$ cat config.mk
export PLATFORM = sky130hd
export DESIGN_NAME = sd_card_detect_ctrl
export DESIGN_NICKNAME = d
export VERILOG_FILES = /design/src/rtl/sd_card_detect_ctrl.sv
export SDC_FILE = /design/constraint.sdc
export NUM_CORES = 1
export LEC_CHECK = 0
export CAP_MARGIN = 5
export CORE_MARGIN = 5
export CORE_UTILIZATION = 35
export CTS_CLUSTER_SIZE = 24
export DETAILED_ROUTE_END_ITERATION = 10
export MAX_ROUTING_LAYER = met4
export PLACE_DENSITY = 0.57
export SLEW_MARGIN = 40
export SYNTH_ARGS = -nofsm -noshare
export SYNTH_HDL_FRONTEND = slang
export SYNTH_SLANG_ARGS = --single-unit
$ cat constraint.sdc
create_clock -name clk -period 4.1 [get_ports clk]
set_clock_uncertainty 0.05 [all_clocks]
set_input_delay 1.025 -clock clk [delete_from_list [all_inputs] [get_ports clk]]
set_output_delay 1.025 -clock clk [all_outputs]
set_load 0.05 [all_outputs]
$ cat src/rtl/sd_card_detect_ctrl.sv
// rtl/sd_card_detect_ctrl.sv - SD card-detect debounce, presence FSM and sticky interrupt status
module sd_card_detect_ctrl #(
  parameter int SYNC_STAGES     = 2,
  parameter int DEBOUNCE_CYCLES = 1000,
  parameter int CNT_W           = 16
) (
  input  logic       clk,
  input  logic       rst,
  input  logic       cd_n_i,
  input  logic       enable,
  input  logic [1:0] int_mask,
  input  logic [1:0] int_ack,
  output logic       card_present,
  output logic       insert_evt,
  output logic       remove_evt,
  output logic [1:0] int_status,
  output logic       irq
);

  typedef enum logic [1:0] {ABSENT, DEB_IN, PRESENT, DEB_OUT} state_t;

  localparam logic [CNT_W-1:0] DEB_MAX = CNT_W'(DEBOUNCE_CYCLES);

  state_t                 state;
  logic [CNT_W-1:0]       cnt;
  logic [SYNC_STAGES-1:0] sync;
  logic                   s;
  logic                   s_prev;
  logic                   s_rise;
  logic                   s_fall;

  // Pin idles high (no card), so the chain resets to 1 to avoid a spurious insert.
  always_ff @(posedge clk or negedge rst) begin
    if (!rst) begin
      sync   <= '1;
      s_prev <= 1'b1;
    end else begin
      sync   <= {sync[SYNC_STAGES-2:0], cd_n_i};
      s_prev <= s;
    end
  end

  assign s      = sync[SYNC_STAGES-1];
  assign s_rise = s & ~s_prev;
  assign s_fall = ~s & s_prev;

  // Inside DEB_IN the level has been 0 since entry, so a rise is exactly a bounce (mirror for DEB_OUT).
  always_ff @(posedge clk or negedge rst) begin
    if (!rst) begin
      state        <= ABSENT;
      cnt          <= '0;
      card_present <= 1'b0;
      insert_evt   <= 1'b0;
      remove_evt   <= 1'b0;
      int_status   <= 2'b00;
    end else begin
      insert_evt <= 1'b0;
      remove_evt <= 1'b0;
      int_status <= int_status & ~int_ack;
      case (state)
        ABSENT: begin
          if (enable && !s) begin
            state <= DEB_IN;
            cnt   <= CNT_W'(1);
          end
        end
        DEB_IN: begin
          if (!enable || s_rise) begin
            state <= ABSENT;
            cnt   <= '0;
          end else if (cnt == DEB_MAX) begin
            state         <= PRESENT;
            cnt           <= '0;
            card_present  <= 1'b1;
            insert_evt    <= 1'b1;
            int_status[0] <= 1'b1;
          end else begin
            cnt <= cnt + CNT_W'(1);
          end
        end
        PRESENT: begin
          if (enable && s) begin
            state <= DEB_OUT;
            cnt   <= CNT_W'(1);
          end
        end
        DEB_OUT: begin
          if (!enable || s_fall) begin
            state <= PRESENT;
            cnt   <= '0;
          end else if (cnt == DEB_MAX) begin
            state         <= ABSENT;
            cnt           <= '0;
            card_present  <= 1'b0;
            remove_evt    <= 1'b1;
            int_status[1] <= 1'b1;
          end else begin
            cnt <= cnt + CNT_W'(1);
          end
        end
        default: begin
          state <= ABSENT;
          cnt   <= '0;
        end
      endcase
    end
  end

  assign irq = |(int_status & int_mask);

endmodule
==> flow_metrics.tcl <==
set metrics [dict create \
    run_status "complete, no violations" \
    multi_input_area_sq_um 756 \
    gr-total-overflow 0 \
    root_buffer "clkbuf_8" \
    grt_pass1_wl_mm 5.84 \
    end_kind "output pin" \
    synth_area_leaders "dfrtp_1 39%, dfstp_2 5.3%, o21a_1 3.0%" \
    cp_top_family "buffers and inverters" \
    drive_gt1_share_pct 10.4 \
    power.net_switching_mw 0.216 \
    antenna_found_initial 0 \
    combPwrFrac_pct 23.5 \
    yosysSeqAreaShare_pct 43.8 \
    slew_viol_final 0 \
    synth.avg_cell_area_sq_um 9.82 \
    cp.required_ns 3.02 \
    reg2reg_slack_ns 2.00 \
    hold_class "reg -> reg" \
    die_y_microns 75.3 \
    crit_path_max_incr_delay_ns 0.79 \
    min_delay_worst_endpoint "sync[1]" \
    grt_use_total_pct 13.7 \
    clockBufferDepth 2 \
    clk_latency_ns 0.27 \
    yosysTopAreaCellShare_pct 38.6 \
    setup_viol 0 \
    die_area_sq_um 5670 \
    vias 1248 \
    port_buffers 13 \
    slew_headroom_pct 49.9 \
    synth_warnings 0 \
    r2r_end "cnt[1]" \
    ant_nets 0 \
    clock_power_share_pct 31.2 \
    netlist_area_sq_um 1490 \
    drc 0 \
    syn-instance-count 152 \
    diodes 0 \
    dp.final_hpwl_mm 2.31 \
    rsz0062_at_grt "false" \
    synth_flop_cell "dfrtp_1" \
    power.leakage_nw 0.675 \
    crit_chain "clkdlybuf4s50_1 -> a22o_1 -> clkdlybuf4s50_1" \
    core-area_sq_um 4060 \
    yosys.area_share.simple_pct 27.9 \
    grt_max_degree 25 \
    p_int_mw 0.474 \
    finalHoldViolCount 0 \
    switching_share_pct 31.3 \
    initial_core_util_pct 36.8 \
    worst_pin_slew_ns 0.749 \
    synth_edf_count 0 \
    ff2ff_path_depth 6 \
    cts_resized 0 \
    tns_ns 0 \
    synth_xor_area_share_pct 0 \
    worstHoldStart "sync[0]" \
    grt_pass1_vias 1193 \
    routed_wl_mm 3.26 \
    post_cts_buffers 0 \
    peakVddDrop_v 0.000286 \
    timing.rr.start "cnt[0]" \
    synth_top_family_by_area "simple AND/OR/NAND/NOR gates" \
    ios 14 \
    synthesis.nets 162 \
    synth-seq-cells 26 \
    fin_crit_sh_pct 84.8 \
    clk_pin_slew_ns 0.09 \
    critPathBufInv 2 \
    cpMostUsedCell "clkdlybuf4s50_1" \
    synthAdderAreaFrac_pct 1.68 \
    post-route-min-period_ns 3.48 \
    ys_async_sr_fraction_pct 100 \
    cts_tree "done" \
    critical_path.max_fanout 1 \
    startpoint "int_mask[0]" \
    wl_per_cell_microns 15.3 \
    rows 23 \
    cts_hold_buf 0 \
    area_growth_pct 14.6 \
    synthDistinctLibCells 44 \
    synth.area.mux_share_pct 0 \
    viasPerCell 5.86 \
    powerDensity_nw_per_um2 403 \
    seq_area_sq_um 654 \
    cts_made_buffers 3 \
    nNetsFinal 174 \
    drt-pass1-iter-count 4 \
    cp_slowest_cell "clkdlybuf4s50_1" \
    die_w_microns 75.3 \
    cp-start-kind "input pin" \
    cts_sinks 26 \
    drt_iter0_markers 66 \
    synth-compound-area-share_pct 21.0 \
    max_freq_mhz 287 \
    cts_max_level 1 \
    cap_violations 0 \
    synthDominantAreaCellType "dfrtp_1" \
    power.share.sequential_pct 45.2 \
    crit_type "in -> out" \
    arrival_ns 2.40 \
    gp_congestion 0.819 \
    p_total_mw 0.690 \
    hold-worst-slack_ns 0.312 \
    fillers 390 \
    hold_depth 0 \
]
==> cell usage in the layout (no fill, tap or decap), drive strengths merged, types with 4 or more instances in the layout <==
cell / instances
nand2b: 4
nor3: 7
and3: 4
inv: 7
o21a: 6
nor2: 7
nand3: 8
nor3b: 4
dfrtp: 23
o21ai: 4
clkdlybuf4s50: 12
nand2: 11
o311ai: 7
a22o: 4
o31ai: 5
nor4: 6
==> power groups by stage <==
stage          Sequential [mW]  Combinational [mW]  Clock [mW]
2_1_floorplan            0.305               0.128           0
3_3_place_gp             0.315               0.163           0
3_5_place_dp             0.317               0.165           0
4_1_cts                  0.312               0.165       0.221
5_1_grt                  0.319               0.189       0.230
6_report                 0.312               0.162       0.216
==> per-layer routing <==
| layer | GRT usage, % | part of all wire (%) |
|---|---|---|
| met3 | 2.11 | 4.6 |
| met4 | 4.85 | 1.5 |
| met5 | - | 0 |
| met2 | 21.0 | 46 |
| met1 | 18.4 | 48 |
==> cells by family after synthesis <==
| group | after synthesis |
|---|---|
| AO/OA/AOI/OAI | 41 |
| buffers and inverters | 15 |
| flip-flops | 26 |
| adder cells (fa/ha/maj) | 2 |
| AND/OR/NAND/NOR | 68 |
==> Yosys cell counts (2+ instances only) <==
master and instances:
nand2b_1 4, nor4bb_1 2, nand2_1 11, o31ai_1 5, nor2b_1 3, ha_1 2, nor2_1 7, nor4_1 5
a22o_1 4, inv_1 7, and3_1 4, o2111ai_1 2, nand4_1 2, clkbuf_1 2, o21ai_0 4, nand3_1 7
o311ai_1 3, and4_2 2, nor3_1 7, a21oi_1 3, o311ai_0 4, buf_4 5, and2_1 3, dfstp_2 3
a211o_1 2, o21a_1 6, nor3b_1 4, dfrtp_1 23
==> sequential cells by signal (all words and copies together), names as in the netlist <==
register      cells
s_prev            1
int_status        2
state             2
card_present      1
remove_evt        1
sync              2
cnt              16
insert_evt        1
==> layout make-up <==
class                   count  share of cell area, %
clock buffers               3                   2.41
clock inverters             1                   1.76
inverters                   7                   1.54
multi-input cells         111                   44.2
flip-flops and latches     26                   38.3
well taps                  50                   3.66
repair buffers             15                   8.19
==> worst max-delay path by stage <==
stage               endpoint  slack [ns]  cells after the start
floorplan                irq        1.58                      1
global placement         irq        0.62                      3
detailed placement       irq        0.61                      3
CTS                      irq        0.61                      3
global route             irq        0.57                      3
finish                   irq        0.62                      3
==> through the flow <==
| step | setup slack (ns) | util (%) | instance area [sq um] | cells |
|---|---|---|---|---|
| floorplan | 1.58 | - | 1490 | 152 |
| global placement | 0.623 | 40.5 | 1640 | 209 |
| detailed placement | 0.614 | 40.4 | 1640 | 209 |
| CTS | 0.607 | 42.2 | 1710 | 213 |
| global route | 0.574 | 42.2 | 1710 | 213 |
| finish | 0.622 | 42.2 | 1710 | 213 |
Note: power is estimated with default switching activity, not from simulation.
